==> src/rtl/mem_read_sched_if.sv <==
`timescale 1ns/1ps
// mem_read_sched_if
// Bundles the request, memory-read and output-stream signals of the
// read-port scheduler.
//   slave  : scheduler side (consumes requests, drives memory address and stream)
//   master : environment side (requesters, memory model, stream consumer)
interface mem_read_sched_if #(
   parameter int unsigned ADDR_W = 8,
   parameter int unsigned DATA_W = 32
);
   logic              req0_valid;
   logic [ADDR_W-1:0] req0_addr;
   logic [7:0]        req0_len;
   logic              req0_ready;
   logic              req1_valid;
   logic [ADDR_W-1:0] req1_addr;
   logic [7:0]        req1_len;
   logic              req1_ready;
   logic [ADDR_W-1:0] mem_rd_adr;
   logic [DATA_W-1:0] mem_rd_data;
   logic              out_valid;
   logic              out_ready;
   logic [DATA_W-1:0] out_data;
   logic              out_id;
   logic              out_last;
   logic              done;
   logic              err;
   logic              busy;

   modport slave (
      input  req0_valid, req0_addr, req0_len,
      input  req1_valid, req1_addr, req1_len,
      output req0_ready, req1_ready,
      output mem_rd_adr,
      input  mem_rd_data,
      output out_valid, out_data, out_id, out_last,
      input  out_ready,
      output done, err, busy
   );

   modport master (
      output req0_valid, req0_addr, req0_len,
      output req1_valid, req1_addr, req1_len,
      input  req0_ready, req1_ready,
      input  mem_rd_adr,
      output mem_rd_data,
      input  out_valid, out_data, out_id, out_last,
      output out_ready,
      input  done, err, busy
   );
endinterface

==> src/rtl/mem_read_sched.sv <==
`timescale 1ns/1ps
// mem_read_sched
// Read-port scheduler for the shared memory. Arbitrates burst read requests
// from two requesters (round robin on ties), owns the memory read address and
// streams the words out over a valid/ready channel tagged with requester ID.
// Ports:
//   clk   : rising-edge clock
//   rst_n : asynchronous active-low reset
//   bus   : mem_read_sched_if.slave (requests, memory address/data, output
//           stream, done/err/busy status)
module mem_read_sched #(
   parameter int unsigned ADDR_W    = 8,
   parameter int unsigned DATA_W    = 32,
   parameter int unsigned MEM_DEPTH = 128
) (
   input  logic                clk,
   input  logic                rst_n,
   mem_read_sched_if.slave     bus
);

   typedef enum logic {
      IDLE  = 1'b0,
      BURST = 1'b1
   } state_t;

   // One extra bit so MEM_DEPTH == 2**ADDR_W is still representable.
   localparam logic [ADDR_W:0]   DEPTH_V   = (ADDR_W+1)'(MEM_DEPTH);
   localparam logic [ADDR_W-1:0] LAST_ADDR = ADDR_W'(MEM_DEPTH - 1);

   state_t            state_q, state_d;
   logic [ADDR_W-1:0] addr_q;
   logic [7:0]        left_q;
   logic              id_q;
   logic              last_grant;
   logic              done_q;
   logic              err_q;

   logic              grant;
   logic              accept;
   logic              beat;
   logic              is_last;
   logic              addr_bad;
   logic              len_zero;
   logic [ADDR_W-1:0] sel_addr;
   logic [7:0]        sel_len;

   // State register
   always_ff @(posedge clk or negedge rst_n) begin
      if (!rst_n) begin
         state_q <= IDLE;
      end else begin
         state_q <= state_d;
      end
   end

   // Arbitration, next state and handshake outputs
   always_comb begin
      state_d        = state_q;
      grant          = 1'b0;
      accept         = 1'b0;
      beat           = 1'b0;
      bus.req0_ready = 1'b0;
      bus.req1_ready = 1'b0;
      bus.out_valid  = 1'b0;

      is_last  = (left_q == 8'd1);
      sel_addr = '0;
      sel_len  = '0;
      addr_bad = 1'b0;
      len_zero = 1'b0;

      unique case (state_q)
         IDLE: begin
            // Tie goes to whoever did not win last time.
            if (bus.req0_valid && bus.req1_valid) begin
               grant = ~last_grant;
            end else begin
               grant = bus.req1_valid;
            end
            accept   = bus.req0_valid || bus.req1_valid;
            sel_addr = grant ? bus.req1_addr : bus.req0_addr;
            sel_len  = grant ? bus.req1_len  : bus.req0_len;
            addr_bad = ({1'b0, sel_addr} >= DEPTH_V);
            len_zero = (sel_len == 8'd0);

            bus.req0_ready = accept && !grant;
            bus.req1_ready = accept &&  grant;

            if (accept && !addr_bad && !len_zero) begin
               state_d = BURST;
            end
         end
         BURST: begin
            bus.out_valid = 1'b1;
            beat          = bus.out_ready;
            if (beat && is_last) begin
               state_d = IDLE;
            end
         end
         default: state_d = IDLE;
      endcase
   end

   // Burst datapath and status pulses
   always_ff @(posedge clk or negedge rst_n) begin
      if (!rst_n) begin
         addr_q     <= '0;
         left_q     <= '0;
         id_q       <= 1'b0;
         last_grant <= 1'b1;
         done_q     <= 1'b0;
         err_q      <= 1'b0;
      end else begin
         done_q <= 1'b0;
         err_q  <= 1'b0;
         if (accept) begin
            addr_q     <= sel_addr;
            left_q     <= sel_len;
            id_q       <= grant;
            last_grant <= grant;
            done_q     <= addr_bad || len_zero;
            err_q      <= addr_bad;
         end else if (beat) begin
            left_q <= left_q - 8'd1;
            addr_q <= (addr_q == LAST_ADDR) ? '0 : addr_q + 1'b1;
            done_q <= is_last;
         end
      end
   end

   assign bus.mem_rd_adr = addr_q;
   assign bus.out_data   = bus.mem_rd_data;
   assign bus.out_id     = id_q;
   assign bus.out_last   = (state_q == BURST) && is_last;
   assign bus.done       = done_q;
   assign bus.err        = err_q;
   assign bus.busy       = (state_q != IDLE);

endmodule
==> src/flat_wrapper.sv <==
// flat-port wrapper written by rule: the top's interface ports become plain ports
module mem_read_sched_flat 
#(
   parameter int unsigned ADDR_W    = 8,
   parameter int unsigned DATA_W    = 32,
   parameter int unsigned MEM_DEPTH = 128
)
  (clk, rst_n, bus_req0_valid, bus_req0_addr, bus_req0_len, bus_req1_valid, bus_req1_addr, bus_req1_len, bus_req0_ready, bus_req1_ready, bus_mem_rd_adr, bus_mem_rd_data, bus_out_valid, bus_out_data, bus_out_id, bus_out_last, bus_out_ready, bus_done, bus_err, bus_busy);
  mem_read_sched_if #(.ADDR_W(ADDR_W), .DATA_W(DATA_W)) bus_i ();
  input  logic clk;
  input  logic rst_n;
  input wire logic [$bits(bus_i.req0_valid)-1:0] bus_req0_valid;
  input wire logic [$bits(bus_i.req0_addr)-1:0] bus_req0_addr;
  input wire logic [$bits(bus_i.req0_len)-1:0] bus_req0_len;
  input wire logic [$bits(bus_i.req1_valid)-1:0] bus_req1_valid;
  input wire logic [$bits(bus_i.req1_addr)-1:0] bus_req1_addr;
  input wire logic [$bits(bus_i.req1_len)-1:0] bus_req1_len;
  output wire logic [$bits(bus_i.req0_ready)-1:0] bus_req0_ready;
  output wire logic [$bits(bus_i.req1_ready)-1:0] bus_req1_ready;
  output wire logic [$bits(bus_i.mem_rd_adr)-1:0] bus_mem_rd_adr;
  input wire logic [$bits(bus_i.mem_rd_data)-1:0] bus_mem_rd_data;
  output wire logic [$bits(bus_i.out_valid)-1:0] bus_out_valid;
  output wire logic [$bits(bus_i.out_data)-1:0] bus_out_data;
  output wire logic [$bits(bus_i.out_id)-1:0] bus_out_id;
  output wire logic [$bits(bus_i.out_last)-1:0] bus_out_last;
  input wire logic [$bits(bus_i.out_ready)-1:0] bus_out_ready;
  output wire logic [$bits(bus_i.done)-1:0] bus_done;
  output wire logic [$bits(bus_i.err)-1:0] bus_err;
  output wire logic [$bits(bus_i.busy)-1:0] bus_busy;
  assign bus_i.req0_valid = bus_req0_valid;
  assign bus_i.req0_addr = bus_req0_addr;
  assign bus_i.req0_len = bus_req0_len;
  assign bus_i.req1_valid = bus_req1_valid;
  assign bus_i.req1_addr = bus_req1_addr;
  assign bus_i.req1_len = bus_req1_len;
  assign bus_req0_ready = bus_i.req0_ready;
  assign bus_req1_ready = bus_i.req1_ready;
  assign bus_mem_rd_adr = bus_i.mem_rd_adr;
  assign bus_i.mem_rd_data = bus_mem_rd_data;
  assign bus_out_valid = bus_i.out_valid;
  assign bus_out_data = bus_i.out_data;
  assign bus_out_id = bus_i.out_id;
  assign bus_out_last = bus_i.out_last;
  assign bus_i.out_ready = bus_out_ready;
  assign bus_done = bus_i.done;
  assign bus_err = bus_i.err;
  assign bus_busy = bus_i.busy;
  mem_read_sched #(.ADDR_W(ADDR_W), .DATA_W(DATA_W), .MEM_DEPTH(MEM_DEPTH)) u_core (.clk(clk), .rst_n(rst_n), .bus(bus_i));
endmodule
==> config.mk <==
export PLATFORM = sky130hd
export DESIGN_NAME = mem_read_sched_flat
export DESIGN_NICKNAME = d
export VERILOG_FILES = /design/src/rtl/mem_read_sched_if.sv /design/src/rtl/mem_read_sched.sv /design/src/flat_wrapper.sv
export SDC_FILE = /design/constraint.sdc
export NUM_CORES = 1
export LEC_CHECK = 0
export ABC_AREA = 0
export CAP_MARGIN = 20
export CORE_AREA = 2 2 122 65
export DETAILED_ROUTE_END_ITERATION = 12
export DIE_AREA = 0 0 124 67
export GPL_TIMING_DRIVEN = 0
export SLEW_MARGIN = 25
export SYNTH_ARGS = -nofsm -noshare
export SYNTH_HDL_FRONTEND = slang
export SYNTH_SLANG_ARGS = --single-unit
export TNS_END_PERCENT = 20
==> constraint.sdc <==
create_clock -name clk -period 2.3 [get_ports clk]
set_input_delay 0.46 -clock clk [delete_from_list [all_inputs] [get_ports clk]]
set_output_delay 0.46 -clock clk [all_outputs]
set_load 0.03 [all_outputs]
==> flow_summary.yaml, run 1 <==
detailed_routing:
  initialDrtViolationCount: 80
  drc: 0
  wire_per_inst_um: 14.6
  firstDrtPassIters: 4
  num_vias: 1685
  ant_nets: 0
  routed_wl_mm: 5.43
  viasPerCell: 4.53
place:
  portBuffers: 84
  dp_hpwl_mm: 4.46
  place_ws_ns: -0.965
  place_area_um2: 2590
  place.gp.congestion: 0.863
synthesis:
  synth_edf_count: 0
  seq_area_frac_synth_pct: 32.4
  ys_ff_latch: 21
  syn_avg_cell_area_um2: 8.55
  syn_nets: 262
  syn-cell-area_um2: 1630
  synth_cell_types: 49
  ys_async_sr_fraction_pct: 100
  synthesis.instances: 190
  ys.flop_type: "dfrtp_1"
  yosys_warnings: 0
clock_tree:
  clk_pin_slew_ns: 0.06
  htreeDepth: 1
  clock-sinks: 21
  post-cts-setup-buffers: 0
  tritoncts: "built"
  hold_buffers: 0
  clk_latency_ns: 0.26
  cts_buffers: 3
  clockBufferDepth: 2
  root_buffer: "clkbuf_16"
critical_path:
  endpoint_kind: "output pin"
  crit_fanout: 19
  crit_required_ns: 1.84
  crit_type: "register to output pin"
  worstPathArrival_ns: 1.77
  crit_path_start_kind: "register"
global_routing:
  grt_max_degree: 22
  grt_overflow: 0
  grtUsageTotal_pct: 13.3
  antenna_found_initial: 0
  grt_pass1_vias: 1644
  grt_pass1_wl_mm: 8.39
sta:
  finalSetupViolations: 0
  relSlewSlack_pct: 65.9
  fin_crit_sh_pct: 96.8
  drv_slew: 0
  tightest_slew_ns: 0.512
  fin_ws_ns: 0.0726
  holdWs_ns: 0.167
  max_freq_mhz: 449
  rsz0062_at_grt: "true"
  finalHoldViolCount: 0
  finalClockSkew_ns: 0.00217
  finalCriticalPeriod_ns: 2.23
pwr:
  finalPower_mw: 2.46
  ir_drop_mv: 0.341
  power.density_nw_per_um2: 909
  p_leak_nw: 1.14
flow_run:
  drv_cap: 0
finish:
  syn2layout_area_growth_pct: 66.4
  diodes: 0
  register_area_um2: 527
  multiInputGateArea_um2: 847
  nNetsFinal: 349
  drive_gt1_share_pct: 19.2
  final_cell_area_um2: 2700
  fillers: 746
  layout_commonest_cell: "clkdlybuf4s50_1"
  final_cell_mix: "clkdlybuf4s50_1 (78), buf_4 (35), nand2_1 (21)"
floorplan:
  die_area_um2: 8310
  ioPinCount: 117
  rows: 22
  coreArea_um2: 7160
  start_util_pct: 22.7
  die_height_um: 67
  fp.dieW_um: 124
outcome:
  outcome: "completed"
hold_path:
  worstHoldPathType: "input port to asynchronous set/reset pin"
[state kept, by name, summed over array words and instances, names as in the netlist]
name / flops
u_core.left_q: 8
u_core.bus.mem_rd_adr: 8
u_core.bus.err: 1
u_core.last_grant: 1
u_core.bus.out_id: 1
u_core.bus.done: 1
u_core.bus.busy: 1
[kinds of logic (layout without fill, tap and decap cells)]
group           after synthesis  in the layout  synth area share (%)
simple gates                 67             67                  21.6
buf+inv                      45            131                  18.2
compound gates               42             42                  18.2
flops                        21             21                  32.4
mux                           9              9                  5.70
fa+ha+maj                     3              3                  2.31
xor+xnor                      3              3                  1.62
[metal layers]
layer | vias to the layer above | routed length (µm) | global-route usage (%)
met1 | 780 | 2760 | 19.4
met3 | 7 | 494 | 5.31
met4 | 0 | 47 | 1.97
li1 | 830 | - | -
met2 | 68 | 2130 | 18.4
met5 | - | 0 | 0
[Yosys cell counts (3+ instances only)]
| cell type | n | area, µm² |
|---|---|---|
| mux2i_1 | 7 | 70.1 |
| nand2_1 | 21 | 78.8 |
| clkbuf_1 | 8 | 30.0 |
| nand3_1 | 9 | 45.0 |
| or3_1 | 3 | 18.8 |
| nor3b_1 | 3 | 22.5 |
| a21oi_1 | 13 | 65.1 |
| nor4_1 | 7 | 43.8 |
| nor2_1 | 6 | 22.5 |
| ha_1 | 3 | 37.5 |
| buf_4 | 33 | 248 |
| dfrtp_1 | 20 | 500 |
| and3_1 | 5 | 31.3 |
| a311o_1 | 3 | 30.0 |
| a21o_1 | 3 | 22.5 |
[repair_timing]
action,4_1_cts,5_1_grt
resized for setup,31,2
pin swaps,0,1
endpoints found under the setup margin,3,2
[power by group]
part           switching [mW]  internal, mW  total [mW]
registers               0.209         0.542       0.751
clock network           0.144         0.237       0.381
logic                   0.701         0.625        1.33
[worst paths after layout]
check	slack [ns]	cells after the start	from	to
setup / recovery	0.07	5	u_core.bus.busy	bus_req0_ready
hold / removal	0.17	1	rst_n	u_core.left_q[2]
setup reg to reg	0.25	5	u_core.bus.busy	u_core.left_q[5]
hold reg to reg	0.50	1	u_core.bus.out_id	u_core.bus.out_id
max in group asynchronous	1.77	1	rst_n	u_core.last_grant
min in group clk	0.50	1	u_core.bus.out_id	u_core.bus.out_id
[through the flow]
step	utilization [%]	std cells	setup TNS, ns
floorplan	-	190	0
global placement	36.1	370	-3.17
detailed placement	36.1	370	-3.32
CTS	37.8	372	0
global route	37.8	372	-0.00285
finish	37.8	372	0
[area by class of cell]
type / instances / share of cell area (%)
multi-input combinational: 124 / 31.3
timing repair buffer: 84 / 30.6
buffer: 41 / 11.0
sequential: 21 / 19.5
tap: 96 / 4.44
inverter: 2 / 0.278
clock buffer: 4 / 2.92
[worst max-delay path, stage by stage (launching register included)]
cell             delay (ns)
dfrtp_1                0.38
clkbuf_1               0.31
o21bai_4               0.23
clkbuf_8               0.25
nor2_1                 0.06
clkdlybuf4s15_2        0.28
Power figures use the tool's default switching activity.
==> inputs of run 2 (changes only) <==
RECOVER_POWER = 50   (was default)
==> run 2 against run 1 <==
  * Power fell by 0.33%
  * Sequential share of layout area about the same
  * Hold slack better by 0.27 ns
  * Wire length is 0.42% lower
  * Setup slack better by 0.019 ns
  * Core utilization about the same
  * Clock skew is essentially flat
  * Via count down 0.77%
  * Critical endpoint unchanged
  * Largest power group unchanged
  * Highest routed layer unchanged
==> flow_summary.yaml, run 2 (same netlist as run 1, synthesis figures left out) <==
outcome:
  outcome: "completed"
critical_path:
  path_buf_inv: 3
  r2r-end: "u_core.left_q[5]"
  crit_fanout: 19
  path_cells: "clkbuf_1 > o21bai_4 > clkbuf_8 > nor2_1 > clkdlybuf4s15_2"
  max_stage_delay_ns: 0.38
  cpLargestDelayFamily: "buffers and inverters"
  r2r_start: "u_core.bus.busy"
  crit_path_start_kind: "register"
  regToRegSetupSlack_ns: 0.28
  endpoint_kind: "output pin"
  crit_type: "register to output pin"
  slowest_stage: "dfrtp_1"
  ff2ff_path_depth: 5
  crit_required_ns: 1.84
  worstPathArrival_ns: 1.75
global_routing:
  grt_pass1_wl_mm: 8.39
  use_met3_pct: 5.31
  antenna_found_initial: 0
  grt_max_degree: 22
  grt_util_met2_pct: 18.4
  grt_pass1_vias: 1644
  grt_overflow: 0
  busiest_layer: "met1"
  grtUsageTotal_pct: 13.3
  grt_util_met1_pct: 19.4
hold_path:
  worstHoldPathType: "input port to asynchronous set/reset pin"
pwr:
  p_sw_share_pct: 43.0
  power_frac_clock_pct: 15.6
  finalPower_mw: 2.45
  p_seq_share_pct: 30.7
  power.density_nw_per_um2: 906
  power_frac_comb_pct: 53.8
  ir_drop_mv: 0.341
  p_sw_mw: 1.05
  p_leak_nw: 1.14
  p_int_mw: 1.40
clock_tree:
  tritoncts: "built"
  cts_buffers: 3
  hold_buffers: 0
  root_buffer: "clkbuf_16"
  clk_pin_slew_ns: 0.06
  clk_latency_ns: 0.26
  clock-sinks: 21
  clockBufferDepth: 2
  htreeDepth: 1
sta:
  relSlewSlack_pct: 18.3
  finalClockSkew_ns: 0.00244
  setup_tns_ns: 0
  tightest_slew_ns: 1.23
  max_freq_mhz: 453
  rsz0062_at_grt: "true"
  finalCriticalPeriod_ns: 2.21
  fin_ws_ns: 0.0916
  finalHoldViolCount: 0
  fin_crit_sh_pct: 96.0
  finalSetupViolations: 0
  holdWs_ns: 0.438
  drv_slew: 0
detailed_routing:
  initialDrtViolationCount: 64
  routed_wl_mm: 5.41
  viasPerCell: 4.49
  drc: 0
  ant_nets: 0
  num_vias: 1672
  firstDrtPassIters: 4
  wire_per_inst_um: 14.5
place:
  place_ws_ns: -0.965
  portBuffers: 84
  place.gp.congestion: 0.863
  post-place-cells: 370
  dp_hpwl_mm: 4.46
finish:
  final_cell_mix: "clkdlybuf4s50_1 (59), buf_4 (35), nand2_1 (21)"
  diodes: 0
  drive_gt1_share_pct: 18.8
  layout_commonest_cell: "clkdlybuf4s50_1"
  syn2layout_area_growth_pct: 66.3
  instances_no_fill: 372
  multiInputGateArea_um2: 847
  fillers: 747
  nNetsFinal: 349
  register_area_um2: 527
floorplan:
  coreArea_um2: 7160
  die_height_um: 67
  start_util_pct: 22.7
  die_area_um2: 8310
  rows: 22
  fp.dieW_um: 124
  ioPinCount: 117
flow_run:
  drv_cap: 0
[run 2: final cells by class]
type | instances | share of cell area (%)
plain buffers | 41 | 11.0
clock buffers | 4 | 2.92
inverters | 2 | 0.278
multi-input cells | 124 | 31.3
flip-flops and latches | 21 | 19.5
well taps | 96 | 4.44
repair buffers | 84 | 30.6
[run 2: power groups by stage]
stage	registers (mW)	clock network [mW]	logic [mW]
2_1_floorplan	0.853	0	0.666
3_3_place_gp	0.732	0	1.28
3_5_place_dp	0.736	0	1.29
4_1_cts	0.744	0.388	1.33
5_1_grt	0.778	0.403	1.44
6_report	0.751	0.381	1.32
[run 2: timing repair]
action,4_1_cts,5_1_grt
pin swaps,0,1
setup endpoints to repair,3,2
buffers inserted,0,0
hold endpoints to repair,0,0
gates resized for setup,31,2
[run 2: worst reg2reg max path, cell delays in order, from the launching register on]
cell      delay (ns)
dfrtp_1         0.38
clkbuf_1        0.29
nand2_1         0.30
or2_4           0.34
o311a_1         0.28
or3_1           0.31
[run 2: metrics by stage]
step / area [µm²] / utilization, %
after floorplan: 1630 / -
after global placement: 2590 / 36.1
after detailed placement: 2590 / 36.1
after CTS: 2710 / 37.8
after global routing: 2700 / 37.8
final: 2700 / 37.8
[run 2: worst max path at each step]
stage,start,to,cells past startpoint
5_1_grt,u_core.bus.busy,bus_req0_ready,5
3_5_place_dp,bus_req1_valid,bus_req0_ready,6
3_3_place_gp,bus_req0_valid,bus_req0_ready,6
2_1_floorplan,u_core.bus.busy,bus_req0_ready,5
6_report,u_core.bus.busy,bus_req0_ready,5
4_1_cts,u_core.left_q[3],bus_out_last,4
[run 2: per-layer routing]
layer	up-vias	part of all wire, %	routed length (µm)
met5	-	0	0
met4	0	0.87	47
met3	7	9.0	486
met2	68	39	2130
met1	767	51	2750
li1	830	-	-
==> inputs of run 3 (changes only) <==
CORE_AREA = 2 2 101 78   (was 2 2 122 65)
DIE_AREA = 0 0 103 80   (was 0 0 124 67)
==> run 3 against run 2 <==
  * Non-clock buffer count fell by 1
  * Setup slack got worse by 0.0083 ns
  * Register-to-register slack improved by 0.10 ns
  * Wire length down 5.3%
==> flow_summary.yaml, run 3 (same netlist as run 1, synthesis figures left out) <==
floorplan:
  ioPinCount: 117
  coreArea_um2: 7230
  fp.dieW_um: 103
  start_util_pct: 22.5
  die_area_um2: 8240
  die_height_um: 80
  rows: 27
place:
  place_area_um2: 2590
  portBuffers: 84
  dp_hpwl_mm: 4.18
  place.gp.congestion: 0.856
  place_ws_ns: -0.943
critical_path:
  crit_type: "input port to output pin"
  worstPathArrival_ns: 1.76
  crit_fanout: 10
  endpoint_kind: "output pin"
  crit_required_ns: 1.84
  crit_path_start_kind: "input port"
sta:
  drv_slew: 0
  finalSetupViolations: 0
  rsz0062_at_grt: "false"
  finalClockSkew_ns: 0.00837
  tightest_slew_ns: 1.17
  fin_crit_sh_pct: 96.4
  setup_tns_ns: 0
  finalCriticalPeriod_ns: 2.22
  finalHoldViolCount: 0
  relSlewSlack_pct: 22.1
  max_freq_mhz: 451
  fin_ws_ns: 0.0833
detailed_routing:
  routed_wl_mm: 5.12
  num_vias: 1691
  initialDrtViolationCount: 108
  drc: 0
  viasPerCell: 4.50
  ant_nets: 0
  firstDrtPassIters: 4
  wire_per_inst_um: 13.6
clock_tree:
  hold_buffers: 0
  clk_pin_slew_ns: 0.09
  clk_latency_ns: 0.27
  clock-sinks: 21
  htreeDepth: 1
  cts_buffers: 3
  clockBufferDepth: 2
  tritoncts: "built"
  root_buffer: "clkbuf_8"
finish:
  drive_gt1_share_pct: 18.5
  diodes: 0
  final_util_pct: 36.8
  nNetsFinal: 348
  syn2layout_area_growth_pct: 63.7
  final_cell_area_um2: 2660
  layout_commonest_cell: "clkdlybuf4s50_1"
  final_cell_mix: "clkdlybuf4s50_1 (60), buf_4 (34), nand2_1 (21)"
global_routing:
  antenna_found_initial: 0
  grt_util_met1_pct: 18.1
  grtUsageTotal_pct: 12.8
  grt_util_met2_pct: 19.4
  use_met3_pct: 3.59
  busiest_layer: "met2"
  grt_pass1_wl_mm: 8.21
  grt_overflow: 0
  grt_max_degree: 22
  grt_pass1_vias: 1666
flow_run:
  drv_cap: 0
pwr:
  power.density_nw_per_um2: 857
  ir_drop_mv: 0.269
  finalPower_mw: 2.28
  p_leak_nw: 1.12
hold_path:
  worstHoldPathType: "input port to asynchronous set/reset pin"
outcome:
  outcome: "completed"
run 3: layout make-up:
type	instances	area, µm²
Buffer	40	285
Clock buffer	3	41.3
Clock inverter	1	7.51
Fill cell	772	4570
Inverter	2	7.51
Multi-Input combinational cell	124	841
Sequential cell	21	527
Tap cell	101	126
Timing Repair Buffer	84	826
run 3: worst paths after layout:
path,to,slack (ns),cells past startpoint,from
setup / recovery,bus_req1_ready,0.08,5,bus_req1_valid
hold / removal,u_core.bus.mem_rd_adr[5],0.40,1,rst_n
setup reg to reg,u_core.bus.mem_rd_adr[3],0.38,4,u_core.bus.mem_rd_adr[0]
hold reg to reg,u_core.bus.out_id,0.51,1,u_core.bus.out_id
max in group asynchronous,u_core.left_q[4],1.20,1,rst_n
min in group clk,u_core.bus.out_id,0.51,1,u_core.bus.out_id
run 3: layer usage:
layer,vias to the layer above,wire length [µm]
met5,-,0
met4,0,37
met3,2,520
met2,80,2280
met1,775,2290
li1,834,-
run 3: power breakdown:
group	total, mW	leakage (nW)	internal (mW)	switching (mW)
combinational	1.27	0.849	0.608	0.667
clock	0.258	0.0217	0.123	0.135
sequential	0.748	0.248	0.541	0.208
total	2.28	1.12	1.27	1.01
run 3: critical path, stage by stage:
cell	delay, ns
dlygate4sd2_1	0.34
a21bo_2	0.33
buf_4	0.22
nor2_2	0.17
buf_2	0.23
run 3: what timing repair did:
item | CTS | global route
endpoints found under the setup margin | 3 | 2
hold endpoints to repair | 0 | 0
pin swaps | 0 | 1
gates resized for setup | 28 | 1
setup buffers | 0 | 0
run 3: stage by stage:
stage	std cells	hold slack [ns]
floorplan	190	0.164
global placement	375	0.462
detailed placement	375	0.485
CTS	377	0.511
global route	376	0.503
finish	376	0.400
